`src/rtl/instr_readback_tx.sv`:
```
// Reads instruction words 0..num_words-1 and transmits each as ASCII binary digits
// (MSB first) followed by CR LF, through a built-in 8N1 serializer paced by a 16x baud tick.
`timescale 1ns/1ps
module instr_readback_tx #(
  parameter int ADDR_W   = 8,
  parameter int DATA_W   = 13,
  parameter int OS_TICKS = 16
) (
  input  logic              clk,
  input  logic              reset,
  input  logic              baud_tick,
  input  logic              start,
  input  logic [ADDR_W-1:0] num_words,
  output logic [ADDR_W-1:0] mem_addr,
  input  logic [DATA_W-1:0] mem_data,
  output logic              tx,
  output logic              busy,
  output logic              done
);

  localparam int CW = $clog2(DATA_W + 2);
  localparam int TW = (OS_TICKS > 1) ? $clog2(OS_TICKS) : 1;
  localparam logic [CW-1:0]     LAST_DIGIT = CW'(DATA_W - 1);
  localparam logic [CW-1:0]     CR_IDX     = CW'(DATA_W);
  localparam logic [CW-1:0]     LF_IDX     = CW'(DATA_W + 1);
  localparam logic [TW-1:0]     TICK_MAX   = TW'(OS_TICKS - 1);
  localparam logic [3:0]        STOP_BIT   = 4'd9;
  localparam logic [ADDR_W-1:0] ONE_WORD   = ADDR_W'(1);
  localparam logic [ADDR_W-1:0] ZERO_ADDR  = ADDR_W'(0);

  typedef enum logic [2:0] {IDLE, FETCH, LOAD, SEND, FRAME, DONE} state_t;

  state_t              state_r, state_s;
  logic [ADDR_W-1:0]   words_left_r, words_left_s;
  logic [ADDR_W-1:0]   mem_addr_r, mem_addr_s;
  logic [DATA_W-1:0]   shift_r, shift_s;
  logic [CW-1:0]       char_idx_r, char_idx_s;
  logic [TW-1:0]       tick_r, tick_s;
  logic [3:0]          bit_idx_r, bit_idx_s;
  logic [9:0]          frame_r, frame_s;
  logic                tx_r, tx_s;
  logic                busy_r, busy_s;
  logic                done_r, done_s;

  // Character for a given position: a digit from the current MSB, then CR, then LF.
  function automatic logic [7:0] char_byte(input logic [CW-1:0] idx, input logic msb);
    if (idx == CR_IDX) begin
      return 8'h0D;
    end else if (idx == LF_IDX) begin
      return 8'h0A;
    end else begin
      return {7'b0011000, msb};
    end
  endfunction

  assign mem_addr = mem_addr_r;
  assign tx       = tx_r;
  assign busy     = busy_r;
  assign done     = done_r;

  // State and datapath registers; every output comes straight from a flop.
  always_ff @(posedge clk or posedge reset) begin
    if (reset) begin
      state_r      <= IDLE;
      words_left_r <= ZERO_ADDR;
      mem_addr_r   <= ZERO_ADDR;
      shift_r      <= {DATA_W{1'b0}};
      char_idx_r   <= {CW{1'b0}};
      tick_r       <= {TW{1'b0}};
      bit_idx_r    <= 4'd0;
      frame_r      <= {10{1'b1}};
      tx_r         <= 1'b1;
      busy_r       <= 1'b0;
      done_r       <= 1'b0;
    end else begin
      state_r      <= state_s;
      words_left_r <= words_left_s;
      mem_addr_r   <= mem_addr_s;
      shift_r      <= shift_s;
      char_idx_r   <= char_idx_s;
      tick_r       <= tick_s;
      bit_idx_r    <= bit_idx_s;
      frame_r      <= frame_s;
      tx_r         <= tx_s;
      busy_r       <= busy_s;
      done_r       <= done_s;
    end
  end

  // Next-state, serializer and output logic.
  always_comb begin
    state_s      = state_r;
    words_left_s = words_left_r;
    mem_addr_s   = mem_addr_r;
    shift_s      = shift_r;
    char_idx_s   = char_idx_r;
    tick_s       = tick_r;
    bit_idx_s    = bit_idx_r;
    frame_s      = frame_r;
    tx_s         = 1'b1;
    busy_s       = busy_r;
    done_s       = 1'b0;

    case (state_r)
      IDLE: begin
        busy_s = 1'b0;
        if (start) begin
          mem_addr_s = ZERO_ADDR;
          if (num_words == ZERO_ADDR) begin
            state_s = DONE;
            done_s  = 1'b1;
          end else begin
            words_left_s = num_words;
            busy_s       = 1'b1;
            state_s      = FETCH;
          end
        end else begin
          state_s = IDLE;
        end
      end
      FETCH: begin
        state_s = LOAD;
      end
      LOAD: begin
        shift_s    = mem_data;
        char_idx_s = {CW{1'b0}};
        state_s    = SEND;
      end
      SEND: begin
        // Frame is shifted out LSB first: start bit, data, stop bit.
        frame_s   = {1'b1, char_byte(char_idx_r, shift_r[DATA_W-1]), 1'b0};
        tick_s    = {TW{1'b0}};
        bit_idx_s = 4'd0;
        if (char_idx_r <= LAST_DIGIT) begin
          shift_s = {shift_r[DATA_W-2:0], 1'b0};
        end else begin
          shift_s = shift_r;
        end
        state_s = FRAME;
      end
      FRAME: begin
        tx_s = frame_r[0];
        if (baud_tick) begin
          if (tick_r == TICK_MAX) begin
            tick_s = {TW{1'b0}};
            if (bit_idx_r == STOP_BIT) begin
              if (char_idx_r != LF_IDX) begin
                char_idx_s = char_idx_r + 1'b1;
                state_s    = SEND;
              end else if (words_left_r != ONE_WORD) begin
                words_left_s = words_left_r - 1'b1;
                mem_addr_s   = mem_addr_r + 1'b1;
                state_s      = FETCH;
              end else begin
                busy_s  = 1'b0;
                done_s  = 1'b1;
                state_s = DONE;
              end
            end else begin
              bit_idx_s = bit_idx_r + 1'b1;
              frame_s   = {1'b1, frame_r[9:1]};
            end
          end else begin
            tick_s = tick_r + 1'b1;
          end
        end else begin
          tick_s = tick_r;
        end
      end
      DONE: begin
        busy_s  = 1'b0;
        state_s = IDLE;
      end
      default: begin
        busy_s  = 1'b0;
        state_s = IDLE;
      end
    endcase
  end

endmodule
```
`config.mk`:
```
export PLATFORM = sky130hd
export DESIGN_NAME = instr_readback_tx
export DESIGN_NICKNAME = d
export VERILOG_FILES = /design/src/rtl/instr_readback_tx.sv
export SDC_FILE = /design/constraint.sdc
export NUM_CORES = 1
export LEC_CHECK = 0
export CORE_MARGIN = 8
export CORE_UTILIZATION = 40
export CTS_BUF_LIST = sky130_fd_sc_hd__clkbuf_16
export DETAILED_ROUTE_END_ITERATION = 12
export PLACE_DENSITY = 0.73
export SLEW_MARGIN = 20
export SYNTH_ARGS = -nofsm -noshare
export SYNTH_HDL_FRONTEND = slang
export SYNTH_SLANG_ARGS = --single-unit
```
`constraint.sdc`:
```
create_clock -name clk -period 1.85 [get_ports clk]
set_input_delay 0.37 -clock clk [delete_from_list [all_inputs] [get_ports clk]]
set_output_delay 0.37 -clock clk [all_outputs]
set_load 0.1 [all_outputs]
```
Yosys cells after proc, flatten, opt, wreduce, memory -nomap -nowiden
Index checks and enable logic that the tools add are counted.
{"block": "totals", "ff_bits": 57, "latch_bits": 0, "inputBits": 25, "romBits": 0, "memories": 0, "wordCells": 114, "ramBits": 0, "out_inout_bits": 11}
{"block": "op_classes", "mul": 0, "reduce_logical": 15, "n_div": 0, "n_mux": 60, "n_shift": 0, "magnitude_cmp": 1, "bitwise_logic": 1, "eq_ne": 21, "addsub": 5}
{"op": "8-bit two-way mux", "n": 13}
{"op": "4-bit two-way mux", "n": 9}
{"op": "8-bit one-hot mux with 2 select lines", "n": 2}
{"op": "10-bit two-way mux", "n": 3}
{"op": "13-bit one-hot mux with 2 select lines", "n": 1}
{"op": "4-bit one-hot mux with 2 select lines", "n": 3}
{"op": "2-bit inequality test, second input constant", "n": 11}
{"op": "3-bit two-way mux", "n": 7}
{"op": "10-bit one-hot mux with 2 select lines", "n": 1}
{"op": "4-bit == test, second input constant", "n": 4}
{"op": "1-bit two-way mux", "n": 15}
{"op": "3-bit one-hot mux with 5 select lines", "n": 1}
{"op": "13-bit two-way mux", "n": 1}
{"op": "4-bit by 1-bit adder with 4-bit output, second input constant", "n": 3}
{"op": "6-bit two-way mux", "n": 2}
{"op": "8-bit by 1-bit adder with 8-bit output, second input constant", "n": 1}
{"op": "8-bit zero test", "n": 1}
{"op": "8-bit by 1-bit inequality test with 1-bit output, second input constant", "n": 1}
{"op": "8-bit AND reduction", "n": 1}
{"op": "2-bit nonzero test", "n": 4}
{"op": "8-bit by 1-bit subtractor with 8-bit output, second input constant", "n": 1}
{"op": "7-bit AND reduction", "n": 1}
{"op": "3-bit by 2-bit == test with 1-bit output, second input constant", "n": 2}
{"op": "6-bit AND reduction", "n": 1}
{"op": "13 further kinds", "n": 14}

Depth between registers and ports, before layout
{"block": "logic_depth", "ltp_word": 7, "mapped_depth": 7, "ltp_nobuf": 6}

Worst setup path before layout
No wires, ideal clock.
{"block": "synth_timing", "kind": "register -> register", "from": "reg mem_addr_r[0] (netlist: mem_addr[0])", "to": "reg mem_addr_r[6] (netlist: mem_addr[6])", "setup_time_ps": 108, "n_path_buf": 0, "setup_slack_ps": -196, "period_less_slack_ps": 2046, "stages_incl_launch_ff": 5, "arrival_time_ps": 1938, "required_ps": 1742, "cell_sequence": "dfrtp_1 > ha_1 > nand3_1 > or3_1 > o311ai_1"}
{"block": "synth_between", "elab_chain_len": 7}
{"element": "start, declared", "line": "35", "rtl": "logic [ADDR_W-1:0] mem_addr_r, mem_addr_s;"}
{"element": "start signal, assigned", "line": "78", "rtl": "mem_addr_r <= mem_addr_s;"}
{"element": "8-bit by 1-bit adder with 8-bit output", "line": "152", "rtl": "mem_addr_s = mem_addr_r + 1'b1;"}
{"element": "8-bit two-way mux", "line": "150", "rtl": "end else if (words_left_r != ONE_WORD) begin"}
{"element": "8-bit two-way mux", "line": "147", "rtl": "if (char_idx_r != LF_IDX) begin"}
{"element": "8-bit two-way mux", "line": "146", "rtl": "if (bit_idx_r == STOP_BIT) begin"}
{"element": "8-bit two-way mux", "line": "144", "rtl": "if (tick_r == TICK_MAX) begin"}
{"element": "8-bit two-way mux", "line": "143", "rtl": "if (baud_tick) begin"}
{"element": "8-bit one-hot mux with 2 select lines", "line": "104", "rtl": "case (state_r)"}
No other way between the ends. The select of a mux whose other input is x is not followed.
A chain may end at the register's enable or synchronous reset.

Final worst setup path
{"block": "layout_timing", "from": "in num_words[0]", "to": "reg words_left_r[1]"}
{"block": "layout_between", "elab_chain_len": 3}
{"element": "start, declared", "line": "13", "rtl": "input logic [ADDR_W-1:0] num_words,"}
{"element": "8-bit zero test", "line": "109", "rtl": "if (num_words == ZERO_ADDR) begin"}
{"element": "2-bit inequality test (no source line)"}
{"element": "8-bit AND reduction (no source line)"}
{"element": "end signal, assigned", "line": "77", "rtl": "words_left_r <= words_left_s;"}
{"element": "end, declared", "line": "34", "rtl": "logic [ADDR_W-1:0] words_left_r, words_left_s;"}
No other way between the ends.

==> results by group <==
Drt
  – Remaining antenna violation count: 0
  – Via-to-Cell Ratio: 5.716
  – DR vias: 3024
  – DR DRC count: 0
  – Wire length per cell: 15.82 µm
  – Drt pass-1 iters: 5
  – Final WL: 8369 µm
  – 1st-iter DRT viols: 151

Yosys
  – Post-Syn Area per Cell: 9.472 µm²
  – Async SR Flop Fraction: 100.0%
  – Seq/Total Area, Yosys: 43.65%
  – Synth cell types: 63
  – Dominant synthesized flop cell: dfrtp_1
  – Post-Syn Area: 3239 µm²
  – Area leader, netlist: dfrtp_1
  – Seq cells post-synth: 56
  – Area share of the largest cell type after synthesis: 35.53%
  – Synth Instances: 342
  – EDFF count, synth: 0
  – Synth top area cells: dfrtp_1 36%, dfstp_2 8.1%, nand2_1 4.9%
  – Net Count, Synth: 377
  – Yosys Warn Count: 0

Placed design
  – Dpl hpwl: 5872 µm
  – Gpl congestion: 0.8911
  – Port Buffer Count: 35

Finish
  – Multi-input gate area: 1759 µm²
  – ANT cells: 0
  – Util after Layout: 54.81%
  – Storage element area: 1421 µm²
  – Most common cell after layout, fill and taps aside: buf_4
  – Most frequent cells in the layout: 56 x buf_4, 42 x nand2_1, 40 x dfrtp_1
  – Area Overhead vs Synth: 36.23%
  – Layout Nets: 458
  – Share of cells above drive strength 1: 28.07%
  – Fillers: 705

GRT
  – Pin count of the biggest net entering global routing: 57
  – Initial antenna violation count: 0
  – All-Layer GR Usage: 14.93%
  – Congestion Overflow GR: 0
  – Vias in the first global route: 2900
  – First-pass GRT wire length: 13970 µm

STA
  – Post-Route Skew: 0.006649 ns
  – Endpoints failing hold: 0
  – Max Transition Viols Final: 0
  – Rel. slew slack: 73.58%
  – Max Clock Freq: 549.4 MHz
  – Final-report setup violation count: 0
  – Tmin final: 1.820 ns
  – Worst Tran Pin Value: 0.3913 ns
  – Final period util: 98.39%

Floorplan
  – Placeable Area: 8051 µm²
  – Die area: 11230 µm²
  – Initial Util: 40.23%
  – Std-Cell Rows: 33
  – Die height: 106.0 µm
  – I/O pin cnt: 36
  – Die width: 106.0 µm

Power and ir drop
  – Overall power: 6.014 mW
  – Sw power: 2.548 mW
  – Cell Pwr Density: 1363 nW/µm²
  – Worst VDD drop: 0.0005915 V
  – Clock share of power: 16.9%
  – P_int: 3.466 mW
  – Combinational share of power: 48.4%
  – Sw Share: 42.36%
  – Sequential power share: 34.7%
  – Leak Pwr: 1.868 nW

Run
  – Max Cap Violations: 0

CTS
  – Sinks on Clock Net: 56
  – CTS Buffer Depth: 2
  – CTS Root Cell: clkbuf_16
  – CTS Buf Count: 5
  – H-tree levels: 2
  – Clk_lat worst skew: 0.30 ns
  – CTS tree: built
  – Reg clk slew, reported paths: 0.08 ns

Critical path
  – Startpoint types: primary input
  – Worst Path Required: 2.04 ns
  – Critical path data arrival time: 2.01 ns
  – CP Class: in2reg
  – Worst Path Max Fanout: 3
  – Worst Reg2Reg Path Length in Cells: 8
  – CP endpoint kind: flop

Hold path
  – Worst min-delay path class: in2async

Status
  – Status: completed
[metal layers]
| layer | vias to the layer above | share of wire, % | GRT usage [%] |
|---|---|---|---|
| met5 | - | 0 | 0 |
| met4 | 0 | 1.4 | 5.528 |
| met3 | 9 | 4.2 | 2.480 |
| met2 | 90 | 48 | 23.32 |
| met1 | 1476 | 47 | 20.34 |
| li1 | 1449 | - | - |
[cell type report]
cell class              instances  area share, %
multi-input cells             257          39.86
flip-flops and latches         56          32.21
repair buffers                 92          20.58
well taps                     105          2.977
clock buffers                   5          2.835
inverters                      11         0.9356
clock inverters                 3         0.5954
[repair_timing]
item | in CTS | in global routing
hold buffers | 0 | 0
endpoints found under the hold margin | 0 | 0
pin swaps | 0 | 5
endpoints found under the setup margin | 3 | 20
setup buffers | 0 | 6
gates cloned | 0 | 1
resized for setup | 1 | 22
[sequential cells by signal (all words and copies together), names as in the netlist]
register / count
tx: 1
mem_addr: 8
bit_idx_r: 4
frame_r: 9
done: 1
char_idx_r: 4
state_r: 3
words_left_r: 8
tick_r: 4
busy: 1
shift_r: 13
[logic make-up (layout without fill, tap and decap cells)]
kind of cell               after synthesis  in the layout  share of synthesized area [%]
and+or+nand+nor                        122            122                          20.66
buffers and inverters                   30            111                          4.519
muxes                                   14             14                          4.403
xor gates and xnor gates                 1              1                         0.2704
DFF                                     56             56                          43.65
AOI/OAI and AO/OA                      109            110                          22.63
adders and majority gates               10             10                          3.862
[cell usage after synthesis (8+ instances only)]
master	n
dfrtp_1	46
nand2_1	42
o21ai_0	30
a21oi_1	14
nor2_1	13
o211ai_1	13
mux2i_1	12
nand3_1	12
inv_1	11
dfstp_2	10
ha_1	10
o31ai_1	9
clkbuf_1	8
nand4_1	8
o21ai_1	8
[through the flow]
step | worst slack [ns] | cells | TNS [ns] | area, µm² | hold WS, ns
floorplan | 0.004541 | 342 | 0 | 3246 | 0.4428
global placement | -0.2928 | 514 | -4.664 | 4128 | 0.4535
detailed placement | -0.3226 | 514 | -4.996 | 4128 | 0.4590
CTS | 0.001121 | 522 | 0 | 4280 | 0.4531
global route | -0.007529 | 529 | -0.01190 | 4413 | 0.4816
finish | 0.02987 | 529 | 0 | 4413 | 0.4401
[power groups by stage]
stage               Sequential, mW  Combinational, mW  Clock [mW]
CTS                           2.06               2.79        1.02
floorplan                     2.43               1.39           0
finish                        2.09               2.91        1.01
global route                  2.15               3.17        1.07
detailed placement            2.09               2.78           0
global placement              2.06               2.70           0
[critical path, cell delays in order]
cell	delay, ns
clkdlybuf4s50_1	0.41
or4_4	0.54
o211ai_4	0.22
o21a_4	0.17
mux2_4	0.29
[final timing paths]
kind	start	endpoint	slack, ns
max	num_words[0]	words_left_r[1]	0.03
min	reset	shift_r[3]	0.44
max reg2reg	words_left_r[1]	mem_addr[4]	0.08
min reg2reg	frame_r[8]	frame_r[7]	0.47
max in group asynchronous	reset	tx	1.11
min in group clk	frame_r[8]	frame_r[7]	0.47
No activity file was read; power rests on OpenSTA's default activity.
